[config.mk]
export PLATFORM = sky130hd
export DESIGN_NAME = sipo_frame_router
export DESIGN_NICKNAME = d
export VERILOG_FILES = /design/src/rtl/sipo_frame_router.sv
export SDC_FILE = /design/constraint.sdc
export NUM_CORES = 1
export LEC_CHECK = 0
export ABC_AREA = 1
export BUFFER_PORTS_ARGS = -buffer_cell sky130_fd_sc_hd__buf_2
export CORE_UTILIZATION = 36
export DETAILED_ROUTE_END_ITERATION = 10
export GPL_ROUTABILITY_DRIVEN = 0
export GPL_TIMING_DRIVEN = 1
export PLACE_DENSITY_LB_ADDON = 0.25
export RECOVER_POWER = 25
export SLEW_MARGIN = 30
export SYNTH_ARGS = -nofsm -noshare
export SYNTH_HDL_FRONTEND = slang
export SYNTH_SLANG_ARGS = --single-unit
[constraint.sdc]
create_clock -name clk -period 2.13 [get_ports clk]
set_input_delay 0.1065 -clock clk [delete_from_list [all_inputs] [get_ports clk]]
set_output_delay 0.1065 -clock clk [all_outputs]
set_load 0.02 [all_outputs]
[src/rtl/sipo_frame_router.sv]
// Serial/word-gather frame router: deserialises LSB-first frames into AES, key or memory-write registers.
// Latency: valid is visible the cycle after the last bit/word (or parity bit, with SIPO_PARITY_EN) is accepted.
// Backpressure: each output holds valid and stable data until its ready; no new frame starts until that handshake.
module sipo_frame_router #(
    parameter int AES_DATA_WIDTH = 128,
    parameter int KEY_DATA_WIDTH = 128,
    parameter int MEM_ADDR_WIDTH = 8,
    parameter int MEM_DATA_WIDTH = 32,
    parameter int MEM_OUT_WIDTH  = MEM_ADDR_WIDTH + MEM_DATA_WIDTH
) (
    input  logic                      clk,
    input  logic                      rst,
    input  logic                      en,
    input  logic [1:0]                instruction,
    input  logic                      data_i,
    input  logic                      data_valid_i,
    output logic                      data_ready_o,
    input  logic [MEM_DATA_WIDTH-1:0] mem_data_i,
    input  logic                      mem_valid_i,
    output logic                      mem_ready_o,
    output logic [AES_DATA_WIDTH-1:0] aes_data_o,
    output logic                      aes_valid_o,
    input  logic                      aes_ready_i,
    output logic [KEY_DATA_WIDTH-1:0] key_data_o,
    output logic                      key_valid_o,
    input  logic                      key_ready_i,
    output logic [MEM_OUT_WIDTH-1:0]  mem_data_o,
    output logic                      mem_valid_o,
    input  logic                      mem_ready_i,
    output logic                      busy_o,
    output logic                      frame_err_o
);

    localparam int AK_W     = (AES_DATA_WIDTH > KEY_DATA_WIDTH) ? AES_DATA_WIDTH : KEY_DATA_WIDTH;
    localparam int SR_W     = (AK_W > MEM_OUT_WIDTH) ? AK_W : MEM_OUT_WIDTH;
    localparam int SR_IDX_W = $clog2(SR_W);
    localparam int CNT_W    = $clog2(SR_W + 1);
    localparam int WORDS    = AES_DATA_WIDTH / MEM_DATA_WIDTH;

    localparam logic [2:0] S_IDLE   = 3'd0;
    localparam logic [2:0] S_SHIFT  = 3'd1;
    localparam logic [2:0] S_WLOAD  = 3'd2;
    localparam logic [2:0] S_HOLD   = 3'd3;
`ifdef SIPO_PARITY_EN
    localparam logic [2:0] S_PARITY = 3'd4;
`endif

    localparam logic [1:0] M_AES  = 2'd0;
    localparam logic [1:0] M_MEM  = 2'd1;
    localparam logic [1:0] M_WORD = 2'd2;
    localparam logic [1:0] M_KEY  = 2'd3;

    logic [2:0]                state_q, state_d;
    logic [1:0]                mode_q, mode_d;
    logic [CNT_W-1:0]          cnt_q, cnt_d;
    logic [SR_W-1:0]           sr_q, sr_d;
    logic [AES_DATA_WIDTH-1:0] aes_data_q, aes_data_d;
    logic [KEY_DATA_WIDTH-1:0] key_data_q, key_data_d;
    logic [MEM_OUT_WIDTH-1:0]  mem_data_q, mem_data_d;
    logic                      aes_vld_q, aes_vld_d;
    logic                      key_vld_q, key_vld_d;
    logic                      mem_vld_q, mem_vld_d;
`ifdef SIPO_PARITY_EN
    logic                      par_q, par_d;
    logic                      err_q, err_d;
`endif

    logic [SR_IDX_W-1:0] top_idx;
    logic [SR_IDX_W-1:0] word_base;
    logic [SR_W-1:0]     sr_shift;
    logic [SR_W-1:0]     load_src;
    logic                load_en;
    logic                bit_acc;
    logic                word_acc;
    logic                hs;

`ifdef SIPO_PARITY_EN
    assign data_ready_o = (state_q == S_SHIFT) || (state_q == S_PARITY);
    assign frame_err_o  = err_q;
`else
    assign data_ready_o = (state_q == S_SHIFT);
    assign frame_err_o  = 1'b0;
`endif
    assign mem_ready_o = (state_q == S_WLOAD);
    assign busy_o      = (state_q != S_IDLE);
    assign bit_acc     = data_valid_i & data_ready_o;
    assign word_acc    = mem_valid_i & mem_ready_o;

    always_comb begin
        state_d    = state_q;
        mode_d     = mode_q;
        cnt_d      = cnt_q;
        sr_d       = sr_q;
        aes_data_d = aes_data_q;
        key_data_d = key_data_q;
        mem_data_d = mem_data_q;
        aes_vld_d  = aes_vld_q;
        key_vld_d  = key_vld_q;
        mem_vld_d  = mem_vld_q;
        load_en    = 1'b0;
        load_src   = sr_q;
        hs         = 1'b0;
`ifdef SIPO_PARITY_EN
        par_d      = par_q;
        err_d      = 1'b0;
`endif
        case (mode_q)
            M_MEM:   top_idx = SR_IDX_W'(MEM_OUT_WIDTH - 1);
            M_KEY:   top_idx = SR_IDX_W'(KEY_DATA_WIDTH - 1);
            default: top_idx = SR_IDX_W'(AES_DATA_WIDTH - 1);
        endcase
        // New bit enters at the top of the N-bit field so the first bit ends up at bit 0.
        sr_shift          = sr_q >> 1;
        sr_shift[top_idx] = data_i;
        word_base         = SR_IDX_W'(int'(cnt_q) * MEM_DATA_WIDTH);

        case (state_q)
            S_IDLE: begin
                if (en) begin
                    mode_d  = instruction;
                    cnt_d   = '0;
                    sr_d    = '0;
                    state_d = (instruction == M_WORD) ? S_WLOAD : S_SHIFT;
`ifdef SIPO_PARITY_EN
                    par_d   = 1'b0;
`endif
                end
            end
            S_SHIFT: begin
                if (!en) begin
                    state_d = S_IDLE;
                    cnt_d   = '0;
                    sr_d    = '0;
                end else if (bit_acc) begin
                    sr_d  = sr_shift;
                    cnt_d = cnt_q + CNT_W'(1);
`ifdef SIPO_PARITY_EN
                    par_d = par_q ^ data_i;
                    if (cnt_q == CNT_W'(top_idx)) state_d = S_PARITY;
`else
                    if (cnt_q == CNT_W'(top_idx)) begin
                        load_en  = 1'b1;
                        load_src = sr_shift;
                        state_d  = S_HOLD;
                    end
`endif
                end
            end
`ifdef SIPO_PARITY_EN
            S_PARITY: begin
                if (!en) begin
                    state_d = S_IDLE;
                    cnt_d   = '0;
                    sr_d    = '0;
                end else if (bit_acc) begin
                    if ((par_q ^ data_i) == 1'b0) begin
                        load_en = 1'b1;
                        state_d = S_HOLD;
                    end else begin
                        err_d   = 1'b1;
                        cnt_d   = '0;
                        sr_d    = '0;
                        state_d = S_IDLE;
                    end
                end
            end
`endif
            S_WLOAD: begin
                if (!en) begin
                    state_d = S_IDLE;
                    cnt_d   = '0;
                    sr_d    = '0;
                end else if (word_acc) begin
                    sr_d[word_base +: MEM_DATA_WIDTH] = mem_data_i;
                    cnt_d = cnt_q + CNT_W'(1);
                    if (cnt_q == CNT_W'(WORDS - 1)) begin
                        load_en  = 1'b1;
                        load_src = sr_d;
                        state_d  = S_HOLD;
                    end
                end
            end
            S_HOLD: begin
                case (mode_q)
                    M_MEM: begin
                        hs = mem_vld_q & mem_ready_i;
                        if (hs) mem_vld_d = 1'b0;
                    end
                    M_KEY: begin
                        hs = key_vld_q & key_ready_i;
                        if (hs) key_vld_d = 1'b0;
                    end
                    default: begin
                        hs = aes_vld_q & aes_ready_i;
                        if (hs) aes_vld_d = 1'b0;
                    end
                endcase
                if (hs) begin
                    state_d = S_IDLE;
                    cnt_d   = '0;
                    // Key material must not linger in the shared shift register.
                    if (mode_q == M_KEY) sr_d = '0;
                end
            end
            default: state_d = S_IDLE;
        endcase

        if (load_en) begin
            case (mode_q)
                M_MEM: begin
                    mem_data_d = load_src[MEM_OUT_WIDTH-1:0];
                    mem_vld_d  = 1'b1;
                end
                M_KEY: begin
                    key_data_d = load_src[KEY_DATA_WIDTH-1:0];
                    key_vld_d  = 1'b1;
                end
                default: begin
                    aes_data_d = load_src[AES_DATA_WIDTH-1:0];
                    aes_vld_d  = 1'b1;
                end
            endcase
        end
    end

    always_ff @(posedge clk or negedge rst) begin
        if (!rst) begin
            state_q    <= S_IDLE;
            mode_q     <= M_AES;
            cnt_q      <= '0;
            sr_q       <= '0;
            aes_data_q <= '0;
            key_data_q <= '0;
            mem_data_q <= '0;
            aes_vld_q  <= 1'b0;
            key_vld_q  <= 1'b0;
            mem_vld_q  <= 1'b0;
`ifdef SIPO_PARITY_EN
            par_q      <= 1'b0;
            err_q      <= 1'b0;
`endif
        end else begin
            state_q    <= state_d;
            mode_q     <= mode_d;
            cnt_q      <= cnt_d;
            sr_q       <= sr_d;
            aes_data_q <= aes_data_d;
            key_data_q <= key_data_d;
            mem_data_q <= mem_data_d;
            aes_vld_q  <= aes_vld_d;
            key_vld_q  <= key_vld_d;
            mem_vld_q  <= mem_vld_d;
`ifdef SIPO_PARITY_EN
            par_q      <= par_d;
            err_q      <= err_d;
`endif
        end
    end

    assign aes_data_o  = aes_data_q;
    assign key_data_o  = key_data_q;
    assign mem_data_o  = mem_data_q;
    assign aes_valid_o = aes_vld_q;
    assign key_valid_o = key_vld_q;
    assign mem_valid_o = mem_vld_q;

endmodule

==> flow_summary.toml <==
[status]
outcome = "complete, but fails checks"
violations = "negative setup slack"

[critical_path]
arrival_ns = 2.82
required_ns = 2.67
critPathMaxStageDelay_ns = 0.41
crit_buf_inv = 5
cp_common_cell = "buf_6"
cp_cell_sequence = "ha_4, nand2_2, nor3_2, nand3_2, o21bai_1, nand3_2, buf_6, buf_6, nor2_4, buf_6, buf_12, clkbuf_16, nand3_1, nand2_1"
critPathCaptureType = "flop"
crit_slowest_cell = "dfrtp_2"
cp_max_fo = 7
critPathTopFamily = "simple AND/OR/NAND/NOR gates"
critPathKind = "flop to flop"
crit_path_start_kind = "flop"

[global_route]
gr-total-overflow = 0
grt_max_degree = 130
grt_pass1_vias = 26511
grt_pass1_wl_um = 160000
grtUsageTotal = 0.2758
antenna_found_initial = 1

[power]
ir_drop_uv = 923.6
internal_power_mw = 23.56
p_comb_frac = 0.533
p_leak_nw = 19.41
sw_frac_of_total = 0.4807
p_per_area_nw_per_um2 = 1228
power.share.clock = 0.212
power.switching_mw = 21.81
seq_power_share = 0.255

[synth]
syn-cell-area_sq_um = 26060
syn_inst = 3910
yosys_warnings = 0
synth-seq-cells = 439
ys_seq_area_frac = 0.4216
syn_nets = 3963
syn_avg_cell_area_sq_um = 6.664
yosys.cell_types.count = 29

[sta]
report.final.setup_viol = 289
slew_headroom = 0.01312
period_share = 1.072
slew_viol_final = 0
setup_slack_ns = -0.1543
worst_pin_slew_ns = 1.480
fin_skew_ns = 0.02808
fmax_ghz = 0.4378
rsz0062_at_grt = "true"
hold_viol_final = 0
fin_crit_ns = 2.284

[routing]
vias = 29254
drt_wl_total_um = 112900
ant_nets = 0
vias_per_cell = 5.476
wl_per_cell_um = 21.14
dr.pass1.iters = 7
drc = 0
first_iter_violations = 3106

[floorplan]
coreArea_sq_um = 71610
dieArea_sq_um = 73460
core.rowCount = 98
num_io_pins = 346
die-width_um = 271.0
die_y_um = 271.0
initial_core_util = 0.3639

[clocking]
tritoncts = "done"
htreeDepth = 2
cts_buffer_depth = 3
cts_buffers = 51
cts_num_sinks = 439
clk_pin_slew_ns = 0.06
root_buffer = "clkbuf_16"
clock_latency_ns = 0.62

[placement]
io_buffers = 344
dp_slack_ns = -0.2255
place_area_sq_um = 30160
dp.final_hpwl_um = 67740

[finish]
syn_to_final_growth_pct = 41.82
layout-drive-gt1-share = 0.2769
fin_nets = 4404
nFillCells = 6937
design_area_sq_um = 36950

[worst_hold_path]
hp-class = "primary input to flop"

[job]
max_cap_violations = 0
-- worst reg2reg max path, delay by kind of cell, from the launching register on --
kind            cells  cell delay [ns]
compound gates      1             0.16
fa+ha+maj           1             0.17
buf+inv             5             0.73
flops               1             0.41
simple gates        7             0.74
-- synth_stat cells --
cell      count  area, sq um
clkinv_1      1        3.750
nand3_1     689         3448
a22oi_1      72        540.5
buf_4         8        60.06
a31oi_1      33        206.5
conb_1        1        3.750
ha_1         10        125.1
o21ai_0     173        865.8
a21oi_1      60        300.3
o21ai_1       1        5.000
inv_1       213        799.5
clkbuf_2      1        5.000
nand2_1    1476         5540
clkbuf_1    180        675.7
nand3_2       1        10.01
dfrtp_1     439        10990
o22ai_1      53        331.6
o31ai_2       1        12.51
xor2_1        4        35.03
nor2_1      347         1303
nand4_1      26        162.7
buf_6        10        112.6
nor3_1        8        40.04
nor2_2        3        18.77
buf_2        67        335.3
buf_1        26        97.59
o21bai_1      1        7.510
and2_1        1        6.260
inv_2         5        18.77
-- layout by cell type, fill, tap and decap left out, drive strengths merged --
cell         Yosys  layout
nand2         1476    1476
nand3          690     690
buf            111     624
dfrtp          439     439
nor2           350     350
inv            218     221
o21ai          174     174
clkbuf         181     108
a22oi           72      72
a21oi           60      60
o22ai           53      53
a31oi           33      33
nand4           26      26
clkinv           1      17
ha              10      10
bufinv           0       9
dlygate4sd3      0       8
nor3             8       8
xor2             4       4
clkinvlp         0       3
bufbuf           0       2
diode            0       1
o31ai            1       1
o21bai           1       1
and2             1       1
conb             1       1
-- logic make-up (layout without fill, tap and decap cells) --
family | after synthesis | after routing | share of synthesized area
and+or+nand+nor | 2551 | 2551 | 0.4041
buffers and inverters | 511 | 992 | 0.08091
DFF | 439 | 439 | 0.4216
AOI/OAI and AO/OA | 394 | 394 | 0.08711
adders and majority gates | 10 | 10 | 0.004802
xor gates and xnor gates | 4 | 4 | 0.001344
other | 1 | 2 | 0.0001439
-- power groups by stage --
stage | clock [mW] | combinational, mW | sequential, mW
CTS | 9.72 | 21.4 | 11.6
floorplan | 0 | 10.2 | 13.7
detailed placement | 0 | 20.1 | 11.6
finish | 9.60 | 24.2 | 11.6
global placement | 0 | 19.9 | 11.7
global route | 10.1 | 26.0 | 11.8
-- through the flow --
stage / power, mW / util / TNS [ns] / hold WS, ns / std cells
detailed placement: 31.70 / 0.4211 / -44.55 / 0.06683 / 5108
global route: 47.90 / 0.5160 / -59.32 / 0.07682 / 5341
floorplan: 23.95 / - / 0 / -0.1891 / 3910
finish: 45.38 / 0.5161 / -17.17 / 0.02390 / 5342
CTS: 42.71 / 0.4737 / -13.89 / 0.008837 / 5279
global placement: 31.60 / 0.4211 / -33.12 / 0.06788 / 5108
-- final timing paths --
| kind | start | endpoint | slack [ns] | depth (start not counted) |
|---|---|---|---|---|
| worst max-delay path | cnt_q[1]$_DFFE_PN0P_ | aes_data_o[57]$_DFFE_PN0P_ | -0.15 | 14 |
| worst min-delay path | data_i | sr_q[39]$_DFFE_PN0P_ | 0.02 | 5 |
| worst max register to register | cnt_q[1]$_DFFE_PN0P_ | aes_data_o[57]$_DFFE_PN0P_ | -0.15 | 14 |
| worst min register to register | key_data_o[124]$_DFFE_PN0P_ | key_data_o[124]$_DFFE_PN0P_ | 0.47 | 2 |
| max in group asynchronous | rst | aes_data_o[118]$_DFFE_PN0P_ | 0.17 | 4 |
| min in group asynchronous | rst | key_data_o[54]$_DFFE_PN0P_ | 0.39 | 2 |
-- area by class of cell --
class | instances | area [sq um] | share of cell area
diodes | 1 | 2.502 | 0.00006772
clock buffers | 63 | 1393 | 0.03768
clock inverters | 30 | 409.1 | 0.01107
inverters | 219 | 867.1 | 0.02346
multi-input cells | 2960 | 15300 | 0.4142
flip-flops and latches | 439 | 10990 | 0.2973
well taps | 950 | 1189 | 0.03217
repair buffers | 679 | 6797 | 0.1839
repair inverters | 1 | 6.256 | 0.0001693
-- flip-flops by register name, indices dropped and copies added, names as in the netlist, named ones only --
| signal | flops |
|---|---|
| cnt_q | 8 |
| mode_q | 2 |
| aes_data_o | 128 |
| mem_data_o | 40 |
| state_q | 2 |
| key_data_o | 128 |
| sr_q | 128 |
-- layer usage --
layer,track usage,vias to the layer above,wire length [um]
met3,0.04393,210,8442
met4,0.08489,2,3951
met2,0.4266,1267,51730
met5,0,-,13
li1,-,13594,-
met1,0.3927,14181,48790
-- timing repair --
action                                 CTS  global route
setup endpoints to repair              307           394
endpoints found under the hold margin  382             0
gates resized for setup                207           467
pin swaps                              108           239
cloned                                  26            52
buffers inserted                        45            26
hold buffers                             8             0
Power figures use the tool's default switching activity.
